===== config.mk =====
export PLATFORM = sky130hd
export DESIGN_NAME = tage_update_ctrl
export DESIGN_NICKNAME = d
export VERILOG_FILES = /design/src/rtl/tage_update_ctrl.sv
export SDC_FILE = /design/constraint.sdc
export NUM_CORES = 1
export LEC_CHECK = 0
export ABC_CLOCK_PERIOD_IN_PS = 3700
export CAP_MARGIN = 30
export CORE_ASPECT_RATIO = 0.9
export CORE_MARGIN = 2
export CORE_UTILIZATION = 55
export CTS_CLUSTER_SIZE = 10
export DETAILED_ROUTE_END_ITERATION = 10
export HOLD_SLACK_MARGIN = 0.15
export PLACE_DENSITY_LB_ADDON = 0.1
export SLEW_MARGIN = 0
export SYNTH_ARGS = -nofsm -noshare
export SYNTH_HDL_FRONTEND = slang
export SYNTH_SLANG_ARGS = --single-unit

===== constraint.sdc =====
create_clock -name clk -period 3.7 [get_ports clk]
set_input_delay 0.37 -clock clk [delete_from_list [all_inputs] [get_ports clk]]
set_output_delay 0.37 -clock clk [all_outputs]
set_load 0.02 [all_outputs]

===== src/rtl/tage_update_ctrl.sv =====
// Buffers resolved-branch records and sequences provider update and mispredict
// allocation writes into the TAGE tables. Optional macro: TAGE_ALLOC_PARALLEL_EN.
module tage_update_ctrl #(
  parameter int NUM_TABLES = 4,
  parameter int IDX_W      = 6,
  parameter int TAG_W      = 8,
  parameter int FIFO_DEPTH = 4,
  parameter int PROV_W     = 2
) (
  input  logic                        clk,
  input  logic                        rst,
  input  logic                        IN_valid,
  output logic                        OUT_ready,
  input  logic [NUM_TABLES*IDX_W-1:0] IN_idx,
  input  logic [NUM_TABLES*TAG_W-1:0] IN_tag,
  input  logic                        IN_provValid,
  input  logic [PROV_W-1:0]           IN_provIdx,
  input  logic                        IN_provPred,
  input  logic                        IN_altPred,
  input  logic                        IN_taken,
  output logic [NUM_TABLES-1:0]       OUT_writeValid,
  output logic [NUM_TABLES*IDX_W-1:0] OUT_writeAddr,
  output logic [NUM_TABLES*TAG_W-1:0] OUT_writeTag,
  output logic                        OUT_writeTaken,
  output logic                        OUT_writeNew,
  output logic                        OUT_writeUpdate,
  output logic                        OUT_writeUseful,
  output logic                        OUT_anyAlloc,
  input  logic [NUM_TABLES-1:0]       IN_writeAlloc,
  output logic                        OUT_allocFail,
  output logic                        OUT_idle
);
  localparam int PTR_W = $clog2(FIFO_DEPTH);
  localparam logic [PTR_W:0]    FULL_CNT = (PTR_W+1)'(FIFO_DEPTH);
  localparam logic [PROV_W-1:0] LAST_T   = PROV_W'(NUM_TABLES - 1);

  typedef struct packed {
    logic [NUM_TABLES*IDX_W-1:0] idx;
    logic [NUM_TABLES*TAG_W-1:0] tag;
    logic                        prov_valid;
    logic [PROV_W-1:0]           prov_idx;
    logic                        prov_pred;
    logic                        alt_pred;
    logic                        taken;
  } rec_t;

  typedef enum logic [1:0] {S_IDLE, S_UPDATE, S_ALLOC} state_t;

  function automatic logic mispred(input rec_t r);
    return (r.prov_valid ? r.prov_pred : r.alt_pred) != r.taken;
  endfunction

  rec_t                        fifo_mem_q [FIFO_DEPTH];
  rec_t                        in_rec, head, cur_q, cur_d;
  logic [PTR_W-1:0]            wr_ptr_q, wr_ptr_d, rd_ptr_q, rd_ptr_d;
  logic [PTR_W:0]              count_q, count_d;
  state_t                      state_q, state_d;
  logic                        push, pop;
  logic [NUM_TABLES-1:0]       wv_q, wv_d;
  logic [NUM_TABLES*IDX_W-1:0] addr_q, addr_d;
  logic [NUM_TABLES*TAG_W-1:0] tag_q, tag_d;
  logic                        taken_q, taken_d, new_q, new_d;
  logic                        update_q, update_d, useful_q, useful_d;
  logic                        fail_q, fail_d;
`ifndef TAGE_ALLOC_PARALLEL_EN
  logic [PROV_W-1:0]           probe_q, probe_d;
`endif

  assign OUT_ready = (count_q != FULL_CNT);
  assign push      = IN_valid && OUT_ready;
  assign head      = fifo_mem_q[rd_ptr_q];

  always_comb begin
    in_rec = '{idx: IN_idx, tag: IN_tag, prov_valid: IN_provValid, prov_idx: IN_provIdx,
               prov_pred: IN_provPred, alt_pred: IN_altPred, taken: IN_taken};
    pop     = 1'b0;
    state_d = state_q;
    cur_d   = cur_q;
    fail_d  = 1'b0;
`ifndef TAGE_ALLOC_PARALLEL_EN
    probe_d = probe_q;
`endif
    case (state_q)
      S_IDLE: begin
        if (count_q != '0) begin
          pop   = 1'b1;
          cur_d = head;
          if (head.prov_valid) begin
            state_d = S_UPDATE;
          end else if (mispred(head)) begin
            state_d = S_ALLOC;
`ifndef TAGE_ALLOC_PARALLEL_EN
            probe_d = '0;
`endif
          end
        end
      end
      S_UPDATE: begin
        state_d = S_IDLE;
        if (mispred(cur_q) && cur_q.prov_idx < LAST_T) begin
          state_d = S_ALLOC;
`ifndef TAGE_ALLOC_PARALLEL_EN
          probe_d = cur_q.prov_idx + PROV_W'(1);
`endif
        end
      end
      S_ALLOC: begin
`ifdef TAGE_ALLOC_PARALLEL_EN
        state_d = S_IDLE;
        fail_d  = !(|(IN_writeAlloc & wv_q));
`else
        if (IN_writeAlloc[probe_q]) begin
          state_d = S_IDLE;
        end else if (probe_q == LAST_T) begin
          state_d = S_IDLE;
          fail_d  = 1'b1;
        end else begin
          probe_d = probe_q + PROV_W'(1);
        end
`endif
      end
      default: state_d = S_IDLE;
    endcase

    wr_ptr_d = push ? wr_ptr_q + PTR_W'(1) : wr_ptr_q;
    rd_ptr_d = pop  ? rd_ptr_q + PTR_W'(1) : rd_ptr_q;
    case ({push, pop})
      2'b10:   count_d = count_q + (PTR_W+1)'(1);
      2'b01:   count_d = count_q - (PTR_W+1)'(1);
      default: count_d = count_q;
    endcase

    // Write-port outputs are registered so they line up with the state they describe.
    wv_d     = '0;
    addr_d   = '0;
    tag_d    = '0;
    taken_d  = 1'b0;
    new_d    = 1'b0;
    update_d = 1'b0;
    useful_d = 1'b0;
    case (state_d)
      S_UPDATE: begin
        wv_d[cur_d.prov_idx] = 1'b1;
        update_d = 1'b1;
        useful_d = (cur_d.prov_pred == cur_d.taken);
        taken_d  = cur_d.taken;
      end
      S_ALLOC: begin
        new_d   = 1'b1;
        taken_d = cur_d.taken;
`ifdef TAGE_ALLOC_PARALLEL_EN
        for (int t = 0; t < NUM_TABLES; t++)
          wv_d[t] = !cur_d.prov_valid || (t > int'(cur_d.prov_idx));
`else
        wv_d[probe_d] = 1'b1;
`endif
      end
      default: ;
    endcase
    for (int t = 0; t < NUM_TABLES; t++) begin
      if (wv_d[t]) begin
        addr_d[t*IDX_W +: IDX_W] = cur_d.idx[t*IDX_W +: IDX_W];
        tag_d[t*TAG_W +: TAG_W]  = cur_d.tag[t*TAG_W +: TAG_W];
      end
    end
  end

  // Record storage carries no reset so it can map onto distributed/block RAM.
  always_ff @(posedge clk) begin
    if (push) fifo_mem_q[wr_ptr_q] <= in_rec;
  end

  always_ff @(posedge clk) begin
    if (rst) begin
      state_q  <= S_IDLE;
      cur_q    <= '0;
      wr_ptr_q <= '0;
      rd_ptr_q <= '0;
      count_q  <= '0;
      wv_q     <= '0;
      addr_q   <= '0;
      tag_q    <= '0;
      taken_q  <= 1'b0;
      new_q    <= 1'b0;
      update_q <= 1'b0;
      useful_q <= 1'b0;
      fail_q   <= 1'b0;
`ifndef TAGE_ALLOC_PARALLEL_EN
      probe_q  <= '0;
`endif
    end else begin
      state_q  <= state_d;
      cur_q    <= cur_d;
      wr_ptr_q <= wr_ptr_d;
      rd_ptr_q <= rd_ptr_d;
      count_q  <= count_d;
      wv_q     <= wv_d;
      addr_q   <= addr_d;
      tag_q    <= tag_d;
      taken_q  <= taken_d;
      new_q    <= new_d;
      update_q <= update_d;
      useful_q <= useful_d;
      fail_q   <= fail_d;
`ifndef TAGE_ALLOC_PARALLEL_EN
      probe_q  <= probe_d;
`endif
    end
  end

  assign OUT_writeValid  = wv_q;
  assign OUT_writeAddr   = addr_q;
  assign OUT_writeTag    = tag_q;
  assign OUT_writeTaken  = taken_q;
  assign OUT_writeNew    = new_q;
  assign OUT_writeUpdate = update_q;
  assign OUT_writeUseful = useful_q;
  assign OUT_allocFail   = fail_q;
  assign OUT_idle        = (count_q == '0) && (state_q == S_IDLE);
`ifdef TAGE_ALLOC_PARALLEL_EN
  assign OUT_anyAlloc    = new_q && (|(IN_writeAlloc & wv_q));
`else
  assign OUT_anyAlloc    = 1'b0;
`endif

endmodule

Word level (Yosys, flattened, before mapping)

Memory sizes are Yosys's and may differ from the RTL's. A register that Yosys moved wholly into a read port is not among the register bits.
Index checks and enable logic that the tools add are counted.
W data, S select, Z words.

$add $sub $neg: 6
Order comparisons: 6
Equal/unequal tests: 11
Multiplexer cells: 35
Bitwise operators: 7
Reductions and logical operators: 18

Operator list:

| kind                  | number |
|---|---|
| $mux W62              | 2 |
| $mux W2               | 14 |
| $reduce_or A2 Y1      | 7 |
| $mux W1               | 12 |
| $pmux W2 S3           | 2 |
| $lt A2 B3 Y1 const B  | 3 |
| $add A2 B1 Y2 const B | 4 |
| $eq A2 B2 Y1 const B  | 4 |
| $pmux W4 S2           | 1 |
| $not A1 Y1            | 7 |
| $eq A2 B1 Y1 const B  | 3 |
| $pmux W3 S2           | 1 |
| $logic_and A1 B1 Y1   | 5 |
| $demux W1 S2          | 2 |
| $ge A2 B1 Y1 const B  | 2 |
| $add A3 B1 Y3 const B | 1 |
| $logic_not A3 Y1      | 1 |
| $ne A3 B3 Y1 const B  | 1 |
| $reduce_bool A3 Y1    | 1 |
| $reduce_or A3 Y1      | 1 |
| $sub A3 B1 Y3 const B | 1 |
| $bmux W1 S2           | 1 |
| $logic_not A2 Y1      | 1 |
| $lt A2 B2 Y1 const B  | 1 |
| 4 further kinds       | 5 |

Register bits after elaboration: 138
RAM bits: 248
Input bits: 69
Output and inout port bits: 68
Logic and storage cells: 110
Memories kept: 1

Memory list:

| memory     | words | width | read ports | clocked after memory_dff | wr ports | RTL line | text |
|---|---|---|---|---|---|---|---|
| fifo_mem_q | 4     | 62    | 1          | 1                        | 1        | 53       | `rec_t fifo_mem_q [FIFO_DEPTH];` |

Depth between registers and ports, before layout

Depth after elaboration: 13
Mapped depth: 14
Gate-level depth less buffers: 12

Worst setup path after synthesis

Ideal clock, no wire load.

Kind: register to register
Start: register state_q[0]
End: register addr_q[10], in the netlist OUT_writeAddr[10]
Library setup time: 0.063 ns
Arrival time: 2.986 ns
Required time: 3.637 ns
Setup slack: 0.651 ns
Stages on the path, launching flop included: 14
Path buffers: 4
Clock period less this slack: 3.049 ns
Cells stage by stage: dfxtp_1 clkbuf_1 nor2_1 nand2_1 clkinv_1 buf_2 buf_1 nand2_1 ha_1 nor2_1 nand2_1 o31a_4 buf_12 nor2_4

Longest elaborated chain between the ends: 9
Elaborated cells on any way between the ends: 26
Those cells by class: order compare: 4; eq/ne: 4; mux: 13; bitwise: 1; reduce/logical: 4

Ends and longest elaborated chain:

| element                                                    | RTL line | text |
|---|---|---|
| start, declared                                            | 57       | `state_t state_q, state_d;` |
| start signal, assigned                                     | 192      | `state_q <= state_d;` |
| $eq A2 B2 Y1 (tied with other cells)                       | 83       | `case (state_q)` |
| $pmux W2 S3 or $mux W62 (tied branches)                    | 83       |  |
| $lt A2 B3 Y1 (implied by the code) (tied with other cells) | 155      | `wv_d[probe_d] = 1'b1;` |
| $logic_and A1 B1 Y1, on equally long branches              | 155, 143 |  |
| $mux W1, on equally long branches                          | 155, 143 |  |
| $demux W1 S2, on equally long branches                     | 155, 143 |  |
| $pmux W4 S2                                                | 141      | `case (state_d)` |
| $not A1 Y1 (no source line)                                | --       |  |
| $reduce_or A2 Y1 (no source line)                          | --       |  |
| end signal, assigned                                       | 198      | `addr_q <= addr_d;` |
| end, declared                                              | 60       | `logic [NUM_TABLES*IDX_W-1:0] addr_q, addr_d;` |

Several ways; a longest one is shown, not always the timed one.
A chain may end at the register's enable or synchronous reset.

==> impl_metrics.py <==
metrics = {
    "timing": {
        "finalSetupTns_ps": 0,
        "slew-limit-headroom": 0.341,
        "clock_skew_ps": 13.9,
        "tightest_slew_ps": 989,
        "final-hold-violation-count": 0,
        "finalCriticalPeriod_ps": 3360,
        "setup_viol": 0,
        "max_freq_mhz": 298,
        "final.period_utilization": 0.908,
        "rsz0062_at_grt": "false",
        "drv_slew": 0,
    },
    "worst_setup_path": {
        "cp_data_required_time_ps": 4140,
        "crit_chain": "mux4_2 > xnor2_2 > nor3_1 > a211oi_1 > inv_1 > ha_1 > nor2_1 > nand2_1 > a21oi_1 > a41oi_4 > nor2_1",
        "worstPathArrival_ps": 3800,
        "end_kind": "flop",
        "critPathSlowestCell": "mux4_2",
        "cpPeakStageDelay_ps": 570,
        "crit_family": "simple AND/OR/NAND/NOR gates",
        "cpMostUsedCell": "nor2_1",
        "crit_type": "reg -> reg",
        "cp_num_buf_inv": 1,
        "crit_fanout": 15,
        "start_kind": "flop",
    },
    "logic_synthesis": {
        "avgSynthCellArea_sq_um": 17.5,
        "ys_seq_area_frac": 0.744,
        "yosys_register_bits": 388,
        "synthArstFlopShare": 0,
        "synth_top_flop_cell": "edfxtp_1",
        "synth_edf_count": 248,
        "synth_cells": 786,
        "synth_area_sq_um": 13800,
        "syn_nets": 865,
        "yosysUniqueCellTypes": 48,
        "ys.warnings.count": 0,
    },
    "floorplanning": {
        "start_util": 0.565,
        "die_w_um": 171,
        "dieArea_sq_um": 26300,
        "num_rows": 54,
        "core_area_sq_um": 24400,
        "die_h_um": 154,
        "io_pins": 137,
    },
    "clock_network": {
        "cts_resized": 0,
        "clkSlewWorstSetupHoldPaths_ps": 60,
        "cts_setup_buffers": 0,
        "clock-sinks": 388,
        "clk_path_buf_depth": 3,
        "cts_tree": "yes",
        "htreeDepth": 2,
        "cts-root-buf": "clkbuf_16",
        "cts-buffers-inserted": 44,
        "insertion_delay_ps": 530,
        "cts_hold_buf": 0,
    },
    "finish": {
        "antenna_cells": 0,
        "multi_input_area_sq_um": 3310,
        "area_delta_synth_final_pct": 22.0,
        "fillCellCount": 1643,
        "finish.instance_area_sq_um": 16800,
        "drive_gt1_frac": 0.154,
        "nNetsFinal": 1025,
        "regArea_sq_um": 10300,
    },
    "route": {
        "wl_per_cell_um": 20.2,
        "vias": 7065,
        "drcViolationCount": 0,
        "drtIter0Drc": 413,
        "ant_nets": 0,
        "vias_per_cell": 5.38,
        "drt-pass1-iter-count": 5,
        "finalWirelength_um": 26500,
    },
    "placed_design": {
        "placed_area_sq_um": 15500,
        "dp_hpwl_um": 15600,
        "gp_congestion": 0.812,
        "io_buffers": 135,
    },
    "pwr": {
        "leakage_nw": 5.75,
        "ir_worst_vdd_uv": 602,
        "powerDensity_nw_per_um2": 756,
    },
    "global_routing": {
        "grt_overflow": 0,
        "grt_pass1_wl_um": 41400,
        "grt_pass1_vias": 7483,
        "grt_max_degree": 79,
        "track_usage": 0.209,
        "antenna_found_initial": 0,
    },
    "flow_run": {
        "drv_cap": 0,
    },
    "outcome": {
        "status": "finished clean",
    },
    "worst_hold_path": {
        "holdCritPathClass": "in -> reg",
    },
}
[power breakdown]
group	internal, mW	leakage, nW	switching (mW)
logic	1.47	1.73	1.88
registers	5.29	3.42	0.232
clock network	2.27	0.602	1.55
total	9.03	5.75	3.67
[per-layer routing]
layer | vias to the layer above | global-route usage | share of wire
met5 | - | 0 | 0
met4 | 0 | 0.0537 | 0.021
met3 | 47 | 0.0409 | 0.052
met2 | 173 | 0.355 | 0.50
met1 | 3588 | 0.280 | 0.42
li1 | 3257 | - | -
[worst register-to-register path: cells and delay by family (launching register included)]
| kind | cells | cell delay (ps) |
|---|---|---|
| DFF | 1 | 400 |
| xor gates and xnor gates | 1 | 290 |
| and+or+nand+nor | 4 | 800 |
| buffers and inverters | 1 | 130 |
| muxes | 1 | 570 |
| adders and majority gates | 1 | 310 |
| AOI/OAI and AO/OA | 3 | 780 |
[stage by stage]
| stage | power [mW] | setup WS, ps | cells | util | hold slack (ps) |
|---|---|---|---|---|---|
| detailed placement | 8.98 | 95.1 | 1235 | 0.636 | 452 |
| finish | 12.7 | 339 | 1314 | 0.689 | 389 |
| global route | 13.3 | 66.5 | 1314 | 0.689 | 403 |
| global placement | 8.82 | 302 | 1234 | 0.635 | 446 |
| CTS | 12.8 | 95.3 | 1313 | 0.688 | 378 |
| floorplan | 8.02 | 651 | 786 | - | 436 |
[state kept, by name, summed over array words and instances (netlist names), 2 cells and up, named ones only]
signal          count
rd_ptr_q            2
fifo_mem_q        248
probe_q             2
OUT_writeTag       32
wr_ptr_q            2
OUT_writeAddr      24
cur_q              62
OUT_writeValid      4
count_q             3
state_q             2
[final cells by class]
type / count / area share
multi-input combinational: 347 / 0.197
timing repair buffer: 151 / 0.0891
clock inverter: 1 / 0.00119
sequential: 388 / 0.610
tap: 336 / 0.0250
inverter: 14 / 0.00328
clock buffer: 77 / 0.0742
[cells in the mapped netlist, types with 4 or more instances]
cell | number | area [sq um]
buf_2 | 7 | 35.0
mux2i_1 | 61 | 611
and3_1 | 4 | 25.0
ha_1 | 9 | 113
edfxtp_1 | 248 | 7450
o21ai_0 | 5 | 25.0
inv_1 | 12 | 45.0
nor2_1 | 121 | 454
nand2_1 | 14 | 52.6
mux4_2 | 62 | 1400
buf_1 | 8 | 30.0
dfxtp_1 | 140 | 2800
nand3b_1 | 5 | 37.5
a21oi_1 | 11 | 55.1
or3_1 | 5 | 31.3
nor2_4 | 9 | 101
clkbuf_1 | 17 | 63.8
nor3_1 | 4 | 20.0
[kinds of logic after synthesis]
kind of cell | after synthesis | share of synthesized area
buffers and inverters | 51 | 0.0171
other | 1 | 0.000272
AOI/OAI and AO/OA | 29 | 0.0182
xor gates and xnor gates | 7 | 0.00500
and+or+nand+nor | 177 | 0.0597
adders and majority gates | 10 | 0.00963
DFF | 388 | 0.744
muxes | 123 | 0.146
[worst paths after layout]
kind	startpoint	endpoint	slack [ps]	cells past startpoint
worst max-delay path	flop	OUT_writeTag[24]	340	11
worst min-delay path	IN_writeAlloc[3]	OUT_allocFail	390	2
worst max register to register	flop	OUT_writeTag[24]	340	11
worst min register to register	cur_q[1]	cur_q[1]	460	2
[cell usage in the layout (no fill, tap or decap), types with 2 or more instances in the layout]
cell / n
buf_4: 15
nand3b_1: 5
dfxtp_1: 138
o21ai_0: 5
xor2_1: 3
nor2_4: 9
o211ai_1: 2
a211oi_1: 2
clkbuf_1: 32
nor3_1: 4
edfxtp_1: 248
clkdlybuf4s50_1: 134
nor2b_1: 3
nand2_1: 14
a21oi_1: 11
nand3_1: 3
inv_1: 12
dfxtp_4: 2
ha_1: 9
or3_1: 5
clkbuf_16: 45
mux4_2: 62
and2_1: 3
xnor2_1: 3
and3_4: 4
mux2i_1: 60
nor2_1: 121
Power figures use the tool's default switching activity.
